### src/rtl/sop_logic_pipe.sv
// rtl/sop_logic_pipe.sv - two-stage pipelined sum-of-products unit with runtime input mask
module sop_logic_pipe #(
    parameter int CH    = 2,
    parameter int TERMS = 2,
    parameter int TIN   = 3,
    parameter int CW    = 16
) (
    input  logic                      clk,
    input  logic                      areset,
    input  logic                      in_valid,
    output logic                      in_ready,
    input  logic [CH*TERMS*TIN-1:0]   in_data,
    input  logic [1:0]                in_mode,
    input  logic                      cfg_we,
    input  logic [CH*TERMS*TIN-1:0]   cfg_mask,
    output logic                      out_valid,
    input  logic                      out_ready,
    output logic [CH-1:0]             out_y,
    output logic [CH-1:0]             out_y_n,
    output logic [CW-1:0]             xfer_count
);

    localparam int NT = CH * TERMS;
    localparam int NB = NT * TIN;

    localparam logic [1:0] M_SOP  = 2'b00;
    localparam logic [1:0] M_POS  = 2'b01;
    localparam logic [1:0] M_XSOP = 2'b10;
    localparam logic [1:0] M_NSOP = 2'b11;

    logic [NB-1:0]  mask;
    logic           s1_v;
    logic [NT-1:0]  s1_terms;
    logic [1:0]     s1_mode;
    logic [NT-1:0]  and_t;
    logic [NT-1:0]  or_t;
    logic [NT-1:0]  terms;
    logic [CH-1:0]  y_next;
    logic           s1_en;
    logic           s2_en;
    logic           accept;

    assign s2_en    = ~out_valid | out_ready;
    assign s1_en    = ~s1_v | s2_en;
    assign in_ready = s1_en;
    assign accept   = in_valid & s1_en;
    assign out_y_n  = ~out_y;

    // Masked inputs simply drop out of the reduction, so an empty term is the identity.
    always_comb begin
        and_t = '1;
        or_t  = '0;
        for (int t = 0; t < NT; t++) begin
            for (int i = 0; i < TIN; i++) begin
                if (mask[t*TIN+i]) begin
                    and_t[t] = and_t[t] & in_data[t*TIN+i];
                    or_t[t]  = or_t[t] | in_data[t*TIN+i];
                end
            end
        end
        terms = (in_mode == M_POS) ? or_t : and_t;
    end

    always_comb begin
        y_next = '0;
        for (int c = 0; c < CH; c++) begin
            case (s1_mode)
                M_SOP:   y_next[c] = |s1_terms[c*TERMS +: TERMS];
                M_POS:   y_next[c] = &s1_terms[c*TERMS +: TERMS];
                M_XSOP:  y_next[c] = ^s1_terms[c*TERMS +: TERMS];
                M_NSOP:  y_next[c] = ~|s1_terms[c*TERMS +: TERMS];
                default: y_next[c] = 1'b0;
            endcase
        end
    end

    always_ff @(posedge clk or posedge areset) begin
        if (areset) begin
            mask       <= '1;
            s1_v       <= 1'b0;
            s1_terms   <= '0;
            s1_mode    <= M_SOP;
            out_valid  <= 1'b0;
            out_y      <= '0;
            xfer_count <= '0;
        end else begin
            if (cfg_we) begin
                mask <= cfg_mask;
            end
            if (s1_en) begin
                s1_v <= in_valid;
                if (accept) begin
                    s1_terms <= terms;
                    s1_mode  <= in_mode;
                end
            end
            if (s2_en) begin
                out_valid <= s1_v;
                if (s1_v) begin
                    out_y <= y_next;
                end
            end
            if (out_valid && out_ready && (xfer_count != {CW{1'b1}})) begin
                xfer_count <= xfer_count + 1'b1;
            end
        end
    end

endmodule
### config.mk
export PLATFORM = sky130hd
export DESIGN_NAME = sop_logic_pipe
export DESIGN_NICKNAME = d
export VERILOG_FILES = /design/src/rtl/sop_logic_pipe.sv
export SDC_FILE = /design/constraint.sdc
export NUM_CORES = 1
export LEC_CHECK = 0
export CAP_MARGIN = 20
export CORE_ASPECT_RATIO = 1.4
export CORE_MARGIN = 5
export CORE_UTILIZATION = 34
export CTS_CLUSTER_SIZE = 30
export DETAILED_ROUTE_END_ITERATION = 10
export PLACE_DENSITY_LB_ADDON = 0.08
export SYNTH_ARGS = -nofsm -noshare
export SYNTH_HDL_FRONTEND = slang
export SYNTH_SLANG_ARGS = --single-unit
### constraint.sdc
create_clock -name clk -period 2.95 [get_ports clk]
set_input_delay 0.59 -clock clk [delete_from_list [all_inputs] [get_ports clk]]
set_output_delay 0.59 -clock clk [all_outputs]
set_load 0.02 [all_outputs]
==> flow_results.org, run 1 <==
** Layout
- Share of the core filled with cells in the final layout :: 46.1%
- In the final design database the tool counted 273 nets.
- The filler cells instantiated in the layout total 568.
- The finished layout holds 308 standard cells, fillers aside.
- The library cell used most frequently in the layout, excluding fill and tap cells, is clkdlybuf4s50_1.
- From synthesis to final layout, the design area changed by 33.2%.
- ANT cells :: 0
- The multi-input combinational cells in the finished layout cover a total of 942 um^2.
- Combined flip-flop and latch cell area :: 966 um^2
- Commonest cells after routing, fill and taps aside :: clkdlybuf4s50_1, dfrtp_1, nand2_1, inv_1
- Layout cells sized above 1 :: 17.6%

** Logic synthesis
- Synthesis produced a netlist with a net count of 218.
- After synthesis the netlist holds a flip-flop and latch count of 38.
- Gate count after technology mapping :: 182
- Synthesized area per cell :: 11.0 um^2
- In the synthesized netlist the async set-or-reset flop fraction comes to 100%.
- Synthesis instantiated 43 different standard cells from the library.
- The Yosys step of the flow raised 0 warnings.
- Area contributors post-synth :: dfrtp_1, dfstp_2, mux2_2
- Sequential elements use 48.2% of the synthesized area.
- The synthesized design spends more area on one cell type than any other, namely dfrtp_1.
- Primary flip-flop cell chosen by synthesis mapping :: dfrtp_1
- Summed over its instances, the top area cell type makes up 32.5% of the synthesized netlist area.
- Post-synth EDFFs :: 0
- Netlist area before placement :: 2000 um^2

** Detailed routing
- Using the TritonRoute via totals, the vias-per-cell ratio works out to 4.89.
- Post-DR wirelength/cell :: 14.7 um
- The final layout contains routed wiring with a total length of 4.51 mm.
- Antenna-violating nets left :: 0
- The detailed router placed 1506 vias in this run.
- DRC violation count after routing :: 0
- Summed over all nets, wire length on met2 after detailed routing comes to 2.29 mm.
- For this block, wires on met1 add up to 1.83 mm.
- Detailed route wirelength on metal3 :: 321 um
- The highest layer touched by signal routing is met4.
- Number of search-and-repair iterations in the first detailed-routing pass :: 4
- Number of DRC markers in iteration 0 :: 35

** Timing
- RSZ-0062 raised after global routing :: no
- Setup slack closes at 387 ps.
- The hold violation total from the final report is 0.
- Relative slew slack :: 50.1%
- Final setup violating endpoints :: 0
- Crit path time final :: 2560 ps
- The count of pins over their slew limit came to 0.
- For the final routed database, the setup TNS stands at 0 ps.
- At the pin with the least slew margin, the transition time is 743 ps.
- Final worst-path cycle share :: 86.9%
- Fmax :: 0.390 GHz
- Final setup skew :: 7.42 ps

** Global routing
- Vias in the first global route :: 1547
- Wire length of the first global-routing pass :: 7.24 mm
- Entering global routing, the biggest net connects 39 pins.
- Number of antenna violations at the first check in global routing :: 0
- Overall track demand over capacity in global routing :: 12.5%
- Global routing finished with a remaining overflow of 0.

** Worst setup path
- Of all nets on the critical path, the largest fanout is 5.
- CP most frequent cell :: clkdlybuf4s50_1
- Type of element capturing the critical path :: output pin
- Measured in cells, the most critical reg-to-reg path has a length of 5.
- STA puts the critical path data required time at 2360 ps.
- On the critical path the largest part of the delay comes from buffers and inverters.
- The worst register-to-register path ends at xfer_count[6]$_DFFE_PP0P_.
- CP arrival :: 1970 ps
- STA classifies the critical path startpoint as an input pin.
- Crit Path Class :: input pin to output pin
- The worst register-to-register path begins at xfer_count[0]$_DFFE_PP0P_.
- Walking the worst path, the cells encountered are clkdlybuf4s50_1 -> nand3b_1 -> clkdlybuf4s50_1.
- CP Buf/Inv Count :: 2
- Register-to-register setup slack :: 940 ps
- The slowest stage of the critical path is the clkdlybuf4s50_1 cell.
- For this run, the slowest stage of the critical path takes 620 ps.

** Clock tree
- Longest Clk Path Bufs :: 2
- At the later pin of the worst-skew pair, clock insertion delay measures 290 ps.
- Buffers inserted during clock tree synthesis total 5.
- CTS Sinks :: 38
- Hold_buf cts :: 0
- H-tree levels :: 2
- Clk slew on worst S/H paths :: 80 ps
- After clock tree synthesis, the repair step resized 0 gates.
- Clock tree from TritonCTS :: done
- The tree is rooted in a clkbuf_8.
- Number of post-CTS setup repair buffers :: 0

** Placed design
- During placement, the flow inserted port buffers numbering 52.
- Weighted congestion reported at the end of routability-driven placement :: 0.745
- Number of placed instances with taps included :: 300
- Post-Place Worst Slack :: 383 ps
- Once detailed placement completed, the half-perimeter wirelength came to 3.37 mm.

** Hold path
- Startpoint of the most critical hold path :: s1_v$_DFFE_PP0P_
- The path class of the tightest hold or removal check is flop to flop.
- Hold Path Cell Cnt :: 1
- For hold timing, the worst endpoint is out_valid$_DFFE_PP0P_.

** Run
- Max-cap violations in this run came to 0.

** Die
- # rows :: 33
- Die width :: 74.9 um
- The floorplan step defined a die boundary enclosing 7550 um^2.
- The floorplan step set the die height to 101 um.
- 53 I/O pins were placed.
- The initial utilization of the core area, before any placement, comes to 34.7%.
- After floorplanning, the core was sized to cover 5780 um^2.

** Pwr
- Total power :: 1530 uW
- The analysis attributes to cell leakage a power of 0.00115 uW.
- Power per standard cell area :: 572 nW/um^2
- IR analysis of the VDD net gives a maximum drop of 388 uV.

** Status
- Result of the run :: completed
==> state kept, by name, summed over array words and instances (netlist names) <==
register,cells
mask,12
out_valid,1
out_y,2
s1_mode,2
s1_terms,4
s1_v,1
xfer_count,16
==> per-stage QoR <==
step / instance area, um^2 / hold WS [ps]
detailed placement: 2590 / 499
floorplan: 2000 / 457
CTS: 2670 / 511
global placement: 2590 / 500
finish: 2670 / 508
global route: 2670 / 533
==> metal layers <==
layer  track usage (%)  vias to the layer above
li1                  -                      751
met5                 0                        -
met2              21.1                       42
met4              4.52                        0
met3              3.59                        5
met1              14.7                      708
==> worst max-delay path by stage <==
stage | start | end | slack [ps] | depth (start not counted)
3_3_place_gp | out_ready | in_ready | 390 | 3
2_1_floorplan | xfer_count[0]$_DFFE_PP0P_ | xfer_count[1]$_DFFE_PP0P_ | 1270 | 6
6_report | out_ready | in_ready | 390 | 3
3_5_place_dp | out_ready | in_ready | 380 | 3
4_1_cts | out_ready | in_ready | 370 | 3
5_1_grt | out_ready | in_ready | 330 | 3
==> Yosys cell counts (2+ instances only) <==
cell type,n
a22oi_1,8
inv_1,17
nand3_1,4
and2_1,2
nand2_1,17
a211oi_1,3
o21ai_0,14
nor3_1,2
nor4_1,3
dfstp_2,12
o221ai_1,4
nand3b_1,2
xor2_1,12
ha_1,5
xnor2_1,2
mux2i_1,2
nor2_1,5
mux2_2,14
nand4_1,2
dfrtp_1,26
nand2b_1,4
==> area by class of cell <==
cell class	instances	share of cell area [%]
well taps	70	3.28
multi-input cells	122	35.3
repair buffers	53	19.8
clock buffers	8	3.00
flip-flops and latches	38	36.2
inverters	17	2.39
==> report_power, final <==
group / internal [uW] / switching [uW] / leakage, uW / total [uW]
sequential: 618 / 96.0 / 0.000453 / 714
clock: 168 / 176 / 0.0000395 / 344
combinational: 243 / 226 / 0.000655 / 469
total: 1030 / 498 / 0.00115 / 1530
==> logic make-up (layout without fill, tap and decap cells) <==
group	Yosys count	after routing	share of synthesized area (%)
simple gates	51	51	15.8
compound gates	35	35	12.4
fa+ha+maj	5	5	3.12
xor+xnor	14	14	6.12
buf+inv	22	78	4.75
flops	38	38	48.2
mux	17	17	9.62
No activity file was read; power rests on OpenSTA's default activity.
==> run 2: changes to the inputs <==
Settings changed: CORE_ASPECT_RATIO 1.4 to 0.6, CORE_MARGIN 5 to 2.
==> flow_results.org, run 2 (synthesis gave the netlist of run 1 again) <==
** Worst setup path
- R2R Path End :: xfer_count[6]$_DFFE_PP0P_
- Cell family contributing the most delay on the critical path :: buffers and inverters
- Start point of the critical path :: out_ready
- Largest incremental delay on the critical path :: 620 ps
- Counting cells, the worst reg-to-reg path comes to 4.
- The worst setup path is captured at an output pin.
- Critical Path Source Type :: input pin
- The critical path in this run is classified as input pin to output pin.
- Data arrives at the worst endpoint at 1840 ps.
- CP most frequent cell :: clkdlybuf4s50_1
- CP Buf/Inv Count :: 2
- Required time of the critical path :: 2360 ps
- Slowest library cell on the worst path :: clkdlybuf4s50_1
- Crit Path Max Fanout :: 3
- The setup check on the worst reg-to-reg path leaves a slack of 920 ps.
- Reg-to-reg critical path startpoint :: xfer_count[10]$_DFFE_PP0P_
- The critical path goes through clkdlybuf4s50_1 -> nand3b_1 -> clkdlybuf4s50_1.

** Die
- Number of ports placed on the die boundary :: 53
- Starting density of the core :: 35.6%
- Floorplan die height :: 63.5 um
- The floorplan has 21 rows.
- The die is 103 um wide.
- Die area :: 6540 um^2
- The core region is 5620 um^2.

** Layout
- Registers take 966 um^2.
- Filler Cells Inserted :: 546
- For this run, the post-layout net count is 275.
- In the final layout, the registers with the most flip-flops are xfer_count x16, mask x12, s1_terms x4.
- Register with the most flip-flops :: xfer_count
- The register with the most flip-flops in the layout has 16 of them.
- Multi-input gate area :: 942 um^2
- ANT cells :: 0
- Layout cells sized above 1 :: 19.6%
- The area growth from synthesis to layout is 36.0%.
- Commonest cells after routing, fill and taps aside :: clkdlybuf4s50_1, dfrtp_1, nand2_1, inv_1
- Most common cell after layout, fill and taps aside :: clkdlybuf4s50_1

** Detailed routing
- For this run, design rule violations remaining after detail routing come to 0.
- After detailed routing, the number of vias per cell comes to 4.71.
- Number of DRC markers in iteration 0 :: 61
- For this block, the via count after detailed routing is 1508.
- Final WL :: 4.40 mm
- Number of search-and-repair iterations in the first detailed-routing pass :: 5
- Antenna-violating nets left :: 0
- Post-DR wirelength/cell :: 13.7 um

** Timing
- Crit path time final :: 2430 ps
- Final setup skew :: 7.34 ps
- The hold violation total from the final report is 0.
- Final setup violating endpoints :: 0
- In the final timing run, aggregate negative setup slack is 0 ps.
- At the pin with the least slew margin, the transition time is 757 ps.
- Fmax :: 0.411 GHz
- Final worst-path cycle share :: 82.4%
- Hold timing on the final database bottoms out at a slack of 500 ps.
- RSZ-0062 raised after global routing :: no
- Relative slew slack :: 49.1%
- Count of pins over their slew limit :: 0

** Hold path
- Hold Path Cell Cnt :: 1
- The min-delay analysis places its worst path in the category flop to flop.
- Worst-case hold path end point :: out_valid$_DFFE_PP0P_
- Startpoint of the most critical hold path :: s1_v$_DFFE_PP0P_

** Clock tree
- The number of setup buffers added after CTS is 0.
- The cell sitting at the root of the clock tree is a clkbuf_8.
- TritonCTS built the clock tree.
- Clock tree synthesis inserted a total of 5 buffers.
- Hold_buf cts :: 0
- Clk slew on worst S/H paths :: 80 ps
- CTS Sinks :: 38
- H-tree levels :: 2
- Clock latency on the worst-skew pair, taken at its later pin, is 280 ps.
- Gates resized during post-CTS repair numbered 0.
- In this run the deepest clock path goes through 2 buffers.

** Pwr
- Power per standard cell area :: 596 nW/um^2
- Overall power consumption after layout is estimated at 1620 uW.
- IR analysis of the VDD net gives a maximum drop of 387 uV.
- Static leakage power :: 0.00118 uW

** Status
- Result of the run :: completed

** Global routing
- The via count of the first global-routing pass is 1477.
- Summed over all layers, the global routing overflow is 0.
- Number of antenna violations at the first check in global routing :: 0
- In the global route stage, overall resource usage came out at 15.1%.
- Pin count of the biggest net entering global routing :: 39
- Wire length of the first global-routing pass :: 7.56 mm

** Placed design
- The congestion estimate from routability-driven global placement came to 0.755.
- IO Port Bufs :: 52
- Once detailed placement completed, the half-perimeter wirelength came to 3.34 mm.

** Run
- Max-capacitance violation count :: 0
-- run 2: cell type report --
type,instances,share of cell area [%]
clock buffer,5,2.53
clock inverter,3,1.47
inverter,17,2.34
multi-input combinational,122,34.6
sequential,38,35.5
tap,80,3.67
timing repair buffer,55,19.9
-- run 2: report_power, final --
group / leakage [uW] / switching [uW] / internal, uW / total, uW
clock: 0.0000579 / 186 / 249 / 435
sequential: 0.000453 / 98.9 / 617 / 716
combinational: 0.000665 / 227 / 246 / 473
total: 0.00118 / 512 / 1110 / 1620
-- run 2: worst max-delay path by stage --
stage	to	slack (ps)	depth (start not counted)
2_1_floorplan	xfer_count[1]$_DFFE_PP0P_	1270	6
3_3_place_gp	in_ready	520	3
3_5_place_dp	in_ready	520	3
4_1_cts	in_ready	510	3
5_1_grt	in_ready	470	3
6_report	in_ready	520	3
-- run 2: routing by layer --
metal	vias up	track usage (%)	share of wire (%)
met3	2	3.66	5.6
met2	50	19.1	37
met1	703	25.2	57
li1	753	-	-
met4	0	2.96	0.46
met5	-	0	0
-- run 2: stage by stage --
stage	cells	cell area (um^2)	util (%)	setup WS, ps
final	320	2720	48.4	518
after global routing	320	2720	48.4	471
after CTS	320	2720	48.4	511
after detailed placement	312	2620	46.5	517
after global placement	312	2620	46.5	524
after floorplan	182	2000	-	1270
